[src/rtl/adc_sample_conditioner.sv]
// adc_sample_conditioner
//   Services the XADC end-of-conversion pulse with a DRP read of one fixed
//   channel, box-car averages 2**AVG_LOG2 results and presents the held
//   average with a one-cycle data_valid strobe. DRP timeouts and lost
//   conversions are reported through sticky flags so the capture path never
//   stalls waiting on the ADC.
//
//   Optional build macro ADC_OFFSET_CAL_EN: adds a signed offset_in port that
//   is added to the averaged value and saturated to 0..4095. This costs one
//   extra pipeline stage (drdy-to-data_valid latency 3 edges instead of 2).
module adc_sample_conditioner #(
   parameter logic [6:0] CHANNEL_ADDR   = 7'h03,
   parameter int         AVG_LOG2       = 2,
   parameter int         TIMEOUT_CYCLES = 64
) (
   input  logic               clk,
   input  logic               rst,
   input  logic               eoc_in,
   input  logic               drdy_in,
   input  logic [15:0]        do_in,
`ifdef ADC_OFFSET_CAL_EN
   input  logic signed [11:0] offset_in,
`endif
   output logic               den_out,
   output logic               dwe_out,
   output logic [6:0]         daddr_out,
   output logic [15:0]        di_out,
   output logic [11:0]        data_output,
   output logic               data_valid,
   output logic               drdy_timeout,
   output logic               overrun
);

   localparam int               ACC_W    = 12 + AVG_LOG2;
   localparam int               CNT_W    = (AVG_LOG2 > 0) ? AVG_LOG2 : 1;
   localparam logic [CNT_W-1:0] CNT_LAST = CNT_W'((1 << AVG_LOG2) - 1);
   localparam logic [7:0]       TO_LAST  = 8'(TIMEOUT_CYCLES - 1);

   typedef enum logic [1:0] {IDLE, REQ, WAIT, ACC} state_t;

   state_t           state;
   logic             pending;
   logic [7:0]       tcnt;
   logic [11:0]      raw;
   logic [ACC_W-1:0] acc;
   logic [CNT_W-1:0] cnt;
   logic [ACC_W-1:0] sum;
   logic [11:0]      avg_q;
   logic             avg_vld;

   // The read path never writes the DRP.
   assign dwe_out = 1'b0;
   assign di_out  = 16'h0000;

   // The DRP result is left-justified; the low nibble carries no data.
   logic unused_do_bits;
   assign unused_do_bits = ^do_in[3:0];

   // Width of the accumulator guarantees 2**AVG_LOG2 full-scale samples fit.
   assign sum = acc + ACC_W'(raw);

   // Conversion sequencer: eoc bookkeeping, DRP handshake, timeout and averaging.
   always_ff @(posedge clk) begin
      // NOTE: clocked state uses non-blocking assignments only, so every
      // register here sees the pre-edge value of every other register.
      if (rst) begin
         state        <= IDLE;
         pending      <= 1'b0;
         tcnt         <= '0;
         raw          <= '0;
         acc          <= '0;
         cnt          <= '0;
         den_out      <= 1'b0;
         daddr_out    <= '0;
         drdy_timeout <= 1'b0;
         overrun      <= 1'b0;
         avg_q        <= '0;
         avg_vld      <= 1'b0;
      end else begin
         den_out <= 1'b0;
         avg_vld <= 1'b0;

         // A conversion finishing while a read is in flight is queued once;
         // a second one before the queue drains is lost and flagged.
         if (state != IDLE && eoc_in) begin
            if (pending) overrun <= 1'b1;
            else         pending <= 1'b1;
         end

         case (state)
            IDLE: begin
               if (eoc_in || pending) begin
                  state     <= REQ;
                  den_out   <= 1'b1;
                  daddr_out <= CHANNEL_ADDR;
                  // Leaving on a queued request while a fresh eoc arrives
                  // re-queues that eoc instead of dropping it.
                  pending   <= pending & eoc_in;
               end
            end
            REQ: begin
               state <= WAIT;
               tcnt  <= '0;
            end
            WAIT: begin
               if (drdy_in) begin
                  raw   <= do_in[15:4];
                  state <= ACC;
               end else if (tcnt == TO_LAST) begin
                  drdy_timeout <= 1'b1;
                  state        <= IDLE;
               end else begin
                  tcnt <= tcnt + 8'd1;
               end
            end
            ACC: begin
               if (cnt == CNT_LAST) begin
                  avg_q   <= 12'(sum >> AVG_LOG2);
                  avg_vld <= 1'b1;
                  acc     <= '0;
                  cnt     <= '0;
               end else begin
                  acc <= sum;
                  cnt <= cnt + 1'b1;
               end
               state <= IDLE;
            end
            default: state <= IDLE;
         endcase
      end
   end

`ifdef ADC_OFFSET_CAL_EN
   logic signed [13:0] cal_sum;
   logic [11:0]        cal_sat;
   logic [11:0]        cal_q;
   logic               cal_vld;

   assign cal_sum = $signed({2'b00, avg_q}) + $signed({{2{offset_in[11]}}, offset_in});

   // Clamp the offset-corrected average into the unsigned 12-bit range.
   always_comb begin
      // NOTE: default assignment first so this block can never infer a latch.
      cal_sat = cal_sum[11:0];
      if (cal_sum < 14'sd0)         cal_sat = 12'h000;
      else if (cal_sum > 14'sd4095) cal_sat = 12'hFFF;
   end

   // Calibration stage followed by the held output register.
   always_ff @(posedge clk) begin
      if (rst) begin
         cal_q       <= '0;
         cal_vld     <= 1'b0;
         data_output <= '0;
         data_valid  <= 1'b0;
      end else begin
         cal_vld    <= avg_vld;
         data_valid <= cal_vld;
         if (avg_vld) cal_q       <= cal_sat;
         if (cal_vld) data_output <= cal_q;
      end
   end
`else
   // Held output register, updated only when a new average is ready.
   always_ff @(posedge clk) begin
      if (rst) begin
         data_output <= '0;
         data_valid  <= 1'b0;
      end else begin
         data_valid <= avg_vld;
         if (avg_vld) data_output <= avg_q;
      end
   end
`endif

endmodule

[config.mk]
export PLATFORM = sky130hd
export DESIGN_NAME = adc_sample_conditioner
export DESIGN_NICKNAME = d
export VERILOG_FILES = /design/src/rtl/adc_sample_conditioner.sv
export SDC_FILE = /design/constraint.sdc
export NUM_CORES = 1
export LEC_CHECK = 0
export ABC_AREA = 0
export BUFFER_PORTS_ARGS = -buffer_cell sky130_fd_sc_hd__buf_2
export CAP_MARGIN = 20
export CORE_MARGIN = 2
export CORE_UTILIZATION = 55
export DETAILED_ROUTE_END_ITERATION = 16
export GPL_TIMING_DRIVEN = 0
export PLACE_DENSITY_LB_ADDON = 0.3
export SLEW_MARGIN = 20
export SYNTH_ARGS = -nofsm -noshare
export SYNTH_HDL_FRONTEND = slang
export SYNTH_SLANG_ARGS = --single-unit
export TNS_END_PERCENT = 5
[constraint.sdc]
create_clock -name clk -period 2.9 [get_ports clk]
set_input_delay 0.145 -clock clk [delete_from_list [all_inputs] [get_ports clk]]
set_output_delay 0.145 -clock clk [all_outputs]
set_load 0.03 [all_outputs]
==> reports/qor.yml <==
grt_pass1_wl_um: 11900
grt_start_max_net_pins: 13
antenna_found_initial: 0
tightestPinTransition_ns: 0.635
p_clk_share_pct: 36.2
async_flop_share_pct: 0
drc: 0
grt_util_all_layers_pct: 22.9
p_comb_share_pct: 11.4
h-tree-depth: 3
yosysSeqAreaShare_pct: 40.5
place_congestion: 0.835
initial_core_util_pct: 57.3
synth_top_family_by_area: "simple AND/OR/NAND/NOR gates"
drt-total-wl_um: 7160
yosysUniqueCellTypes: 56
finalSetupViolCount: 0
antennaDiodeCount: 0
first_pass_iters: 4
drt_iter0_markers: 131
fin_worst_skew_ns: 0.00738
io_buffers: 33
synthTopCellsByArea: "dfxtp_1 40%, a21oi_1 6.3%, buf_4 5.3%, ha_1 5.1%, nand2_1 4.7%"
p_leak_nw: 1.71
yosys.area_share.simple_pct: 21.5
ys_seq_elements: 69
cp.required_ns: 3.19
finalHoldViolations: 0
io_pins: 60
wl_per_cell_um: 13.2
p_sw_mw: 0.520
grt_pass1_vias: 2675
rows: 28
cts_tree: "built"
post_cts_resized: 0
synth_commonest_cells: "69 x dfxtp_1, 43 x a21oi_1, 43 x nand2_1, 40 x nor2_1, 24 x buf_4"
die-area_um2: 6850
grt_overflow: 0
total_power_mw: 1.87
fmax_mhz: 428
synth_compound_area_share_pct: 17.2
holdWs_ns: 0.0382
drive_gt1_share_pct: 19.5
synth_xor_xnor_area_share_pct: 2.82
seqPwrFrac_pct: 52.4
cts.sinks: 69
cts_setup_buffers: 0
clk_pin_slew_ns: 0.08
antenna_left: 0
clk_path_buf_depth: 2
syn2layout_area_growth_pct: 14.8
post-route-period-util_pct: 80.5
p_per_area_nw_per_um2: 476
fin_crit_ns: 2.33
ys.flop_type: "dfxtp_1"
cts-root-buf: "clkbuf_8"
synth.avg_cell_area_um2: 8.62
r2r-start: "acc[0]"
synth_fa_ha_area_share_pct: 5.72
ys_warn_count: 0
synth_top_area_share_pct: 40.5
dp.cells: 525
arrival_ns: 2.63
core_area_um2: 5960
fp.dieH_um: 82.8
path_max_fanout: 4
peakVddDrop_uv: 340
end_kind: "flop"
yosysTopAreaCell: "dfxtp_1"
synth_most_common_cell: "dfxtp_1"
hold_start: "do_in[8]"
drv_slew: 0
clock_latency_ns: 0.34
finalSetupTns_ns: 0
hold_buffers: 0
hold_path_class: "input pin to flop"
status: "completed"
grt_setup_unrepaired: "no"
syn_area_um2: 3410
place_hpwl_um: 5270
swShare_pct: 27.9
nets: 496
cts_made_buffers: 9
relSlewSlack_pct: 57.7
intPower_mw: 1.35
synth_edf_count: 0
via_per_inst: 5.34
maxCapViolations: 0
cp-startpoint: "acc[0]"
synth.area.mux_share_pct: 4.11
instances_no_fill: 541
criticalPathCategory: "flop to flop"
fp.dieW_um: 82.8
synthCells: 396
vias: 2889
worstSetupStartpointType: "flop"
-- metal layers --
metal  wire (µm)  GRT usage, %
met5           0             0
met4         129          8.85
met3         390          4.87
met2        3480          39.0
met1        3150          28.4
-- worst max-delay path: stages, from the launching register on --
cell and delay [ns]:
dfxtp_1 0.34, ha_1 0.17, inv_1 0.06, fa_1 0.40, nor2b_1 0.18, o31a_1 0.22
o21ai_1 0.12, a21oi_1 0.33, nor4b_1 0.31, a311o_1 0.16
-- path summary, 6_finish.rpt --
kind / to / slack [ns] / cells after the start
setup reg to reg: avg_q[6] / 0.57 / 9
hold reg to reg: avg_q[2] / 0.46 / 2
setup / recovery: avg_q[6] / 0.57 / 9
hold / removal: raw[4] / 0.04 / 3
-- cell type report --
cell class,count,area [µm²]
flip-flops and latches,69,1380
repair buffers,33,165
inverters,6,22.5
plain buffers,43,254
clock buffers,10,128
multi-input cells,299,1830
clock inverters,6,40.0
fillers,550,2040
well taps,75,93.8
-- flip-flops by register name (all words and copies together) (netlist names) --
signal / flops
data_valid: 1
avg_vld: 1
acc: 14
raw: 12
den_out: 1
data_output: 12
overrun: 1
cnt: 2
daddr_out: 1
avg_q: 12
state: 2
drdy_timeout: 1
tcnt: 8
pending: 1
-- power groups by stage --
| stage | registers (mW) | clock network (mW) | logic (mW) |
|---|---|---|---|
| after floorplan | 1.00 | 0 | 0.159 |
| after global placement | 0.998 | 0 | 0.207 |
| after detailed placement | 0.999 | 0 | 0.210 |
| after CTS | 0.977 | 0.686 | 0.211 |
| after global routing | 0.979 | 0.728 | 0.235 |
| final | 0.977 | 0.676 | 0.213 |
-- per-stage QoR --
stage               utilization (%)  setup WS, ns  area [µm²]
floorplan                         -         0.870        3490
global placement               63.0         0.704        3750
detailed placement             63.0         0.640        3750
CTS                            65.8         0.590        3920
global route                   65.8         0.373        3920
finish                         65.8         0.566        3920
-- placed cells by master (no fill, tap or decap), drive strengths merged, types with 4 or more instances in the layout --
master   n
dfxtp   69
buf     63
a21oi   45
nand2   44
nor2    40
clkbuf  23
conb    22
o21ai   16
nand3   15
mux2i   14
ha      14
nor3    10
and3     7
nor2b    6
or2      6
xor2     6
inv      6
xnor2    5
o31ai    5
clkinv   5
nor4b    4
a22oi    4
-- kinds of logic after synthesis --
group / Yosys count
AO/OA/AOI/OAI: 89
XOR/XNOR: 11
adder cells (fa/ha/maj): 15
buffers and inverters: 49
flip-flops: 69
multiplexers: 14
other: 1
AND/OR/NAND/NOR: 148
Note: power is estimated with default switching activity, not from simulation.
